`config.mk`:
```
export PLATFORM = sky130hd
export DESIGN_NAME = matrix_loader
export DESIGN_NICKNAME = d
export VERILOG_FILES = /design/src/rtl/matrix_pkg.sv /design/src/rtl/matrix_loader.sv
export SDC_FILE = /design/constraint.sdc
export NUM_CORES = 1
export LEC_CHECK = 0
export CORE_UTILIZATION = 40
export CTS_CLUSTER_SIZE = 8
export DETAILED_ROUTE_END_ITERATION = 10
export PLACE_DENSITY = 0.78
export REMOVE_ABC_BUFFERS = 1
export SLEW_MARGIN = 20
export SYNTH_ARGS = -nofsm -noshare
export SYNTH_HDL_FRONTEND = slang
export SYNTH_SLANG_ARGS = --single-unit
```
`constraint.sdc`:
```
create_clock -name clk -period 7.75 [get_ports clk]
set_input_delay 1.9375 -clock clk [delete_from_list [all_inputs] [get_ports clk]]
set_output_delay 1.9375 -clock clk [all_outputs]
set_load 0.05 [all_outputs]
```
`src/rtl/matrix_pkg.sv`:
```
`default_nettype none
// ============================================================================
// Module      : matrix_pkg
// Description : Shared types, sizes and element packing for matrix_loader.
// Revision    : 1.0
// ============================================================================
package matrix_pkg;

   localparam int ELEM_W_DEF = 8;
   localparam int DIM        = 3;
   localparam int NUM_ELEMS  = DIM * DIM;
   localparam int FRAME_LEN  = 2 * NUM_ELEMS;
   localparam int IDX_W      = 5;

   typedef enum logic [1:0] {
      FILL      = 2'd0,
      ARM       = 2'd1,
      WAIT_BUSY = 2'd2,
      WAIT_DONE = 2'd3
   } state_e;

   // Row-major linear position of element (r,c).
   function automatic int elem_pos(input int r, input int c);
      return DIM * r + c;
   endfunction

endpackage
`default_nettype wire

```
`src/rtl/matrix_loader.sv`:
```
`default_nettype none
// ============================================================================
// Module      : matrix_loader
// Description : Byte-serial frame assembler and Load/Done sequencer for the
//               3x3 matrix multiplier.
// Revision    : 1.0
// ============================================================================
module matrix_loader
   import matrix_pkg::*;
#(
   parameter int ELEM_W = ELEM_W_DEF
) (
   input  logic                        clk,
   input  logic                        rst,
   input  logic [ELEM_W-1:0]           in_data,
   input  logic                        in_valid,
   input  logic                        in_last,
   output logic                        in_ready,
   output logic [NUM_ELEMS*ELEM_W-1:0] a_flat,
   output logic [NUM_ELEMS*ELEM_W-1:0] b_flat,
   output logic                        mm_load,
   input  logic                        mm_done,
   output logic                        busy,
   output logic                        result_valid,
   output logic                        frame_err
);

   localparam logic [IDX_W-1:0] LAST_IDX = IDX_W'(FRAME_LEN - 1);

   state_e            state_q, state_d;
   logic [IDX_W-1:0]  idx_q, idx_d;
   logic [ELEM_W-1:0] bank_q [FRAME_LEN];
   logic [ELEM_W-1:0] bank_d [FRAME_LEN];
   logic              load_q, load_d;
   logic              busy_q, busy_d;
   logic              rv_q, rv_d;
   logic              ferr_q, ferr_d;
   logic              xfer;
   logic              at_last;

   assign in_ready = (state_q == FILL);
   assign xfer     = in_valid & in_ready;
   assign at_last  = (idx_q == LAST_IDX);

   always_comb begin
      state_d = state_q;
      idx_d   = idx_q;
      bank_d  = bank_q;
      load_d  = 1'b0;
      busy_d  = busy_q;
      rv_d    = 1'b0;
      ferr_d  = 1'b0;
      case (state_q)
         FILL: begin
            if (xfer) begin
               bank_d[idx_q] = in_data;
               if (in_last && at_last) begin
                  idx_d   = '0;
                  state_d = ARM;
               end else if (in_last || at_last) begin
                  // Short or overlong frame: restart the fill, keep bank contents.
                  idx_d  = '0;
                  ferr_d = 1'b1;
               end else begin
                  idx_d = idx_q + 1'b1;
               end
            end
         end
         ARM: begin
            if (mm_done) begin
               load_d  = 1'b1;
               busy_d  = 1'b1;
               state_d = WAIT_BUSY;
            end
         end
         WAIT_BUSY: begin
            if (!mm_done) begin
               state_d = WAIT_DONE;
            end
         end
         WAIT_DONE: begin
            if (mm_done) begin
               rv_d    = 1'b1;
               busy_d  = 1'b0;
               state_d = FILL;
            end
         end
         default: begin
            state_d = FILL;
            idx_d   = '0;
            busy_d  = 1'b0;
         end
      endcase
   end

   always_ff @(posedge clk or posedge rst) begin
      if (rst) begin
         state_q <= FILL;
         idx_q   <= '0;
         for (int i = 0; i < FRAME_LEN; i++) begin
            bank_q[i] <= '0;
         end
         load_q  <= 1'b0;
         busy_q  <= 1'b0;
         rv_q    <= 1'b0;
         ferr_q  <= 1'b0;
      end else begin
         state_q <= state_d;
         idx_q   <= idx_d;
         bank_q  <= bank_d;
         load_q  <= load_d;
         busy_q  <= busy_d;
         rv_q    <= rv_d;
         ferr_q  <= ferr_d;
      end
   end

   for (genvar r = 0; r < DIM; r++) begin : g_row
      for (genvar c = 0; c < DIM; c++) begin : g_col
         localparam int POS = elem_pos(r, c);
         assign a_flat[ELEM_W*POS +: ELEM_W] = bank_q[POS];
         assign b_flat[ELEM_W*POS +: ELEM_W] = bank_q[NUM_ELEMS+POS];
      end
   end

   assign mm_load      = load_q;
   assign busy         = busy_q;
   assign result_valid = rv_q;
   assign frame_err    = ferr_q;

endmodule
`default_nettype wire

```
# ---- Yosys cells after proc, flatten, opt, wreduce, memory -nomap -nowiden
# Cells that the tools add are included.
dict set report op_classes {
  n_reduce_logical 8
  addsub 1
  eq_ne 9
  muxes 21
  bitwise 2
  magnitude_cmp 2
}
# operator n
set ops {}
lappend ops {{bitwise mux 144 bit} 1}
lappend ops {{demux 8 bit (select 5 bit)} 1}
lappend ops {{2-to-1 mux 2 bit} 5}
lappend ops {{2-to-1 mux 5 bit} 2}
lappend ops {{2-to-1 mux 1 bit} 9}
lappend ops {{2-to-1 mux 8 bit} 1}
lappend ops {{case mux 2 bit (4 select lines)} 1}
lappend ops {{>= comparator 6 bit (second input constant)} 1}
lappend ops {{< comparator 6 x 1 -> 1 bit (second input constant)} 1}
lappend ops {{!= test 2 bit (second input constant)} 3}
lappend ops {{NOT 5 -> 6 bit} 1}
lappend ops {{adder 5 x 1 -> 5 bit (second input constant)} 1}
lappend ops {{equality test 5 bit (second input constant)} 1}
lappend ops {{AND reduction 5 bit} 1}
lappend ops {{equality test 2 bit (second input constant)} 2}
lappend ops {{!= test 2 x 1 -> 1 bit (second input constant)} 2}
lappend ops {{AND reduction 3 bit} 1}
lappend ops {{equality test 2 x 1 -> 1 bit (second input constant)} 1}
lappend ops {{logical AND 1 bit} 2}
lappend ops {{zero test 2 bit} 1}
lappend ops {{case mux 1 bit (2 select lines)} 1}
lappend ops {{AND reduction 2 bit} 1}
lappend ops {{nonzero test 2 bit} 1}
lappend ops {{AND 1 bit} 1}
lappend ops {{logical OR 1 bit} 1}
dict set report totals {
  wordCells 67
  register_bits 155
  input_bits 13
}

# ---- Logic depth before layout (Yosys ltp)
dict set report logic_depth {
  depth_word 6
  ltp_mapped 9
  mapped_depth_nobuf 9
}

# ---- Least setup slack after synthesis
# No wires, ideal clock.
dict set report synth_path {
  kind {input to register}
  from {input in_valid}
  to {register bank_q, in the netlist a_flat[64]}
  cell_stages 4
  arrival_ps 2911
  path_slack_ps 4715
  path_cell_list {nand4b_1 -> buf_6 -> nor3b_4 -> mux2_2}
}
dict set report synth_between {
  elab_chain_cells 2
}
# element line_no
set synth_rtl {}
lappend synth_rtl {{from (decl)} matrix_loader.sv:16} ;# input logic in_valid,
lappend synth_rtl {{AND 1 bit} matrix_loader.sv:42} ;# assign xfer = in_valid & in_ready;
lappend synth_rtl {{AND reduction 2 bit (no source line)} --}
lappend synth_rtl {{to (signal assigned)} matrix_loader.sv:110} ;# bank_q <= bank_d;
lappend synth_rtl {{to (decl)} matrix_loader.sv:32} ;# logic [ELEM_W-1:0] bank_q [FRAME_LEN];
# Every way passes these cells.
# A chain may end at the register's enable or synchronous reset.

# ---- Worst setup path in the final report
dict set report layout_path {
  from {register state_q[0]}
  to {output in_ready}
}
dict set report layout_between {
  elab_chain_cells 1
}
# element line_no
set layout_rtl {}
lappend layout_rtl {{from (decl)} matrix_loader.sv:30} ;# state_e state_q, state_d;
lappend layout_rtl {{from (signal assigned)} matrix_loader.sv:108} ;# state_q <= state_d;
lappend layout_rtl {{zero test 2 bit} matrix_loader.sv:41} ;# assign in_ready = (state_q == FILL);
lappend layout_rtl {{to (decl)} matrix_loader.sv:18} ;# output logic in_ready,
# Every way passes these cells.

==> impl_metrics.py <==
metrics = {
    "timing": {
        "max_clock_freq_mhz": 244,
        "final_skew_ns": 0.00559,
        "period_needed_ns": 4.10,
        "slew_headroom_pct": 36.2,
        "grt_setup_unrepaired": "false",
        "worst_pin_slew_ns": 0.954,
        "layout_setup_ws_ns": 3.65,
        "final-max-slew-violation-count": 0,
        "final_hold_viol_count": 0,
        "hold_ws_ns": 0.502,
        "final.setup.tns_ns": 0,
        "fin_crit_sh_pct": 52.9,
        "final-setup-viol-count": 0,
    },
    "final_layout": {
        "mostFrequentLayoutCell": "sky130_fd_sc_hd__clkdlybuf4s50_1",
        "final_layout_fill_cell_count": 1199,
        "drive_gt1_share_pct": 34.6,
        "area_growth_syn_to_layout_pct": 39.1,
        "design_area_final_sq_um": 8580,
        "finalNetCount": 577,
        "most-common-layout-cells": "sky130_fd_sc_hd__clkdlybuf4s50_1 (161), sky130_fd_sc_hd__dfrtp_1 (155), sky130_fd_sc_hd__mux2_2 (144)",
        "diodes": 0,
    },
    "detailed_routing": {
        "detail_route.wl_per_cell_um": 19.6,
        "postRouteWirelength_um": 14800,
        "dr_vias_cell": 5.07,
        "ant_nets": 0,
        "initialDrtViolationCount": 68,
        "post-route-drc-count": 0,
        "via_count": 3829,
        "drt-pass1-iter-count": 4,
    },
    "placement": {
        "pre_cts_ws_ns": 3.39,
        "dpl_cell_area_sq_um": 7950,
        "placement.io_buffers": 161,
        "place.gp.congestion": 0.752,
        "hpwlAfterDp_um": 9710,
    },
    "power": {
        "power.static_leakage_uw": 0.00392,
        "peakVddDrop_mv": 0.211,
        "power_density_nw_per_um2": 390,
    },
    "synthesis": {
        "postSynthRegisterBits": 155,
        "syn-instance-count": 388,
        "synth_sequential_area_ratio_pct": 62.9,
        "netlist.top_cell.by_area": "sky130_fd_sc_hd__dfrtp_1",
        "yosys.area.top_type_share_pct": 62.9,
        "yosys.cell_types.count": 34,
        "average_cell_area_after_synthesis_sq_um": 15.9,
        "ys.warnings.count": 0,
        "synth_area_leaders": "sky130_fd_sc_hd__dfrtp_1 (63%), sky130_fd_sc_hd__mux2_2 (26%), sky130_fd_sc_hd__ha_1 (2.0%)",
        "post_synth_design_cell_area_sq_um": 6170,
    },
    "worst_setup_path": {
        "cp_num_cells": 3,
        "worstSetupEndpointType": "output port",
        "critPathBufInv": 2,
        "critical_path_required_ns": 5.81,
        "criticalPathCategory": "register to output port",
        "critical-path-slowest-cell": "sky130_fd_sc_hd__clkdlybuf4s50_1",
        "crit_fanout": 9,
        "critical-path-top-delay-family": "buffers and inverters",
        "critical_path.cell_chain": "inv_1, ha_1, clkdlybuf4s50_1",
        "r2r_cells": 5,
        "worstSetupStartpointType": "register",
        "slowest_delay_ns": 0.87,
        "arrival_ns": 2.16,
    },
    "global_routing": {
        "grt_antenna_before_repair": 0,
        "via_count_of_the_first_global_routing_pass": 4110,
        "grt-ovfl-total": 0,
        "wire_length_of_the_first_global_routing_pass_um": 23400,
        "grt_start_max_net_pins": 90,
        "grtUsageTotal_pct": 19.6,
    },
    "run": {
        "max_cap_violation_count": 0,
    },
    "cts": {
        "cts.path.max_buffers": 2,
        "cts-buffers-inserted": 17,
        "cts.htree.levels": 4,
        "clkLatencyLatePin_ns": 0.41,
        "post_cts_hold_buffers": 0,
        "clk_pin_slew_ns": 0.06,
        "clock-root-buffer": "sky130_fd_sc_hd__clkbuf_16",
        "post_cts_resized": 0,
        "tritoncts_clock_tree": "yes",
        "cts.sinks": 155,
        "postCtsSetupRepairBufs": 0,
    },
    "outcome": {
        "status": "completed",
    },
    "floorplanning": {
        "start_util_pct": 40.7,
        "die_height_um": 126,
        "die_w_um": 126,
        "core_sq_um": 15100,
        "std_cell_rows": 45,
        "dieArea_sq_um": 15900,
        "io_pins": 162,
    },
    "min_path": {
        "whs_path_depth": 1,
        "min-delay-path-class": "register to register",
    },
}
[area by class of cell]
cell class              count  area (sq um)  share of cell area, %
clock buffers              22           484                   5.64
repair buffers            162          1620                   18.9
well taps                 188           235                   2.74
clock inverters            10           139                   1.62
inverters                   8          35.0                  0.408
multi-input cells         210          2180                   25.5
flip-flops and latches    155          3880                   45.2
[worst reg2reg max path, stage by stage, from the launching register on]
cell                       delay (ns)
sky130_fd_sc_hd__dfrtp_1         0.41
sky130_fd_sc_hd__inv_1           0.10
sky130_fd_sc_hd__ha_1            0.36
sky130_fd_sc_hd__nand4b_1        0.62
sky130_fd_sc_hd__nor3b_4         0.65
sky130_fd_sc_hd__mux2_2          0.40
[metrics by stage]
step | utilization (%) | cells | total power (uW)
2_1_floorplan | - | 373 | 2030
3_3_place_gp | 52.5 | 723 | 2470
3_5_place_dp | 52.5 | 723 | 2510
4_1_cts | 56.6 | 755 | 3380
5_1_grt | 56.6 | 755 | 3490
6_report | 56.6 | 755 | 3350
[synth_stat cells]
cell type	n
sky130_fd_sc_hd__o21ba_2	1
sky130_fd_sc_hd__and3_1	2
sky130_fd_sc_hd__nor2_4	2
sky130_fd_sc_hd__nand4b_1	2
sky130_fd_sc_hd__and3b_1	1
sky130_fd_sc_hd__nand2b_1	3
sky130_fd_sc_hd__and2_1	2
sky130_fd_sc_hd__nand4bb_1	1
sky130_fd_sc_hd__o32a_1	1
sky130_fd_sc_hd__buf_4	1
sky130_fd_sc_hd__nor2_2	7
sky130_fd_sc_hd__a221oi_1	1
sky130_fd_sc_hd__nand3b_2	3
sky130_fd_sc_hd__mux2_1	1
sky130_fd_sc_hd__nor3b_4	3
sky130_fd_sc_hd__nand3_1	1
sky130_fd_sc_hd__nand3b_1	1
sky130_fd_sc_hd__nor2_1	3
sky130_fd_sc_hd__buf_2	4
sky130_fd_sc_hd__mux2_2	144
sky130_fd_sc_hd__o21bai_1	2
sky130_fd_sc_hd__or2_2	1
sky130_fd_sc_hd__clkbuf_1	9
sky130_fd_sc_hd__dfrtp_1	155
sky130_fd_sc_hd__nor3_4	1
sky130_fd_sc_hd__mux2i_1	1
sky130_fd_sc_hd__nand2_1	9
sky130_fd_sc_hd__buf_6	1
sky130_fd_sc_hd__ha_1	10
sky130_fd_sc_hd__o21ai_0	3
sky130_fd_sc_hd__inv_1	8
sky130_fd_sc_hd__o2bb2ai_1	2
sky130_fd_sc_hd__and4bb_2	1
sky130_fd_sc_hd__and4b_1	1
[cell families after synthesis]
| family | after synthesis | share of synthesized area (%) |
|---|---|---|
| AO/OA/AOI/OAI | 10 | 1.24 |
| adder cells (fa/ha/maj) | 10 | 2.03 |
| buffers and inverters | 23 | 1.66 |
| flip-flops | 155 | 62.9 |
| multiplexers | 146 | 26.6 |
| AND/OR/NAND/NOR | 44 | 5.52 |
[power breakdown]
group,switching (uW),internal [uW],total (uW)
Combinational,875,490,1370
Clock,321,540,862
Sequential,123,1000,1120
[layer usage]
metal	share of wire, %	vias up	GRT usage [%]
li1	-	1695	-
met1	43	2008	24.1
met2	50	110	33.0
met3	5.4	16	6.07
met4	1.4	0	6.09
met5	0	-	0
[sequential cells by signal (all words and copies together) (netlist names)]
name and flops:
mm_load 1, a_flat 72, frame_err 1, busy 1
b_flat 72, result_valid 1, idx_q 5, state_q 2
[final timing paths]
path | from | slack, ns | to
setup / recovery | state_q[0] | 3.65 | in_ready
hold / removal | b_flat[6] | 0.50 | b_flat[6]
setup reg to reg | state_q[0] | 5.08 | a_flat[67]
hold reg to reg | b_flat[6] | 0.50 | b_flat[6]
max in group asynchronous | rst | 4.53 | b_flat[20]
min in group asynchronous | rst | 1.97 | b_flat[41]
Power figures use the tool's default switching activity.
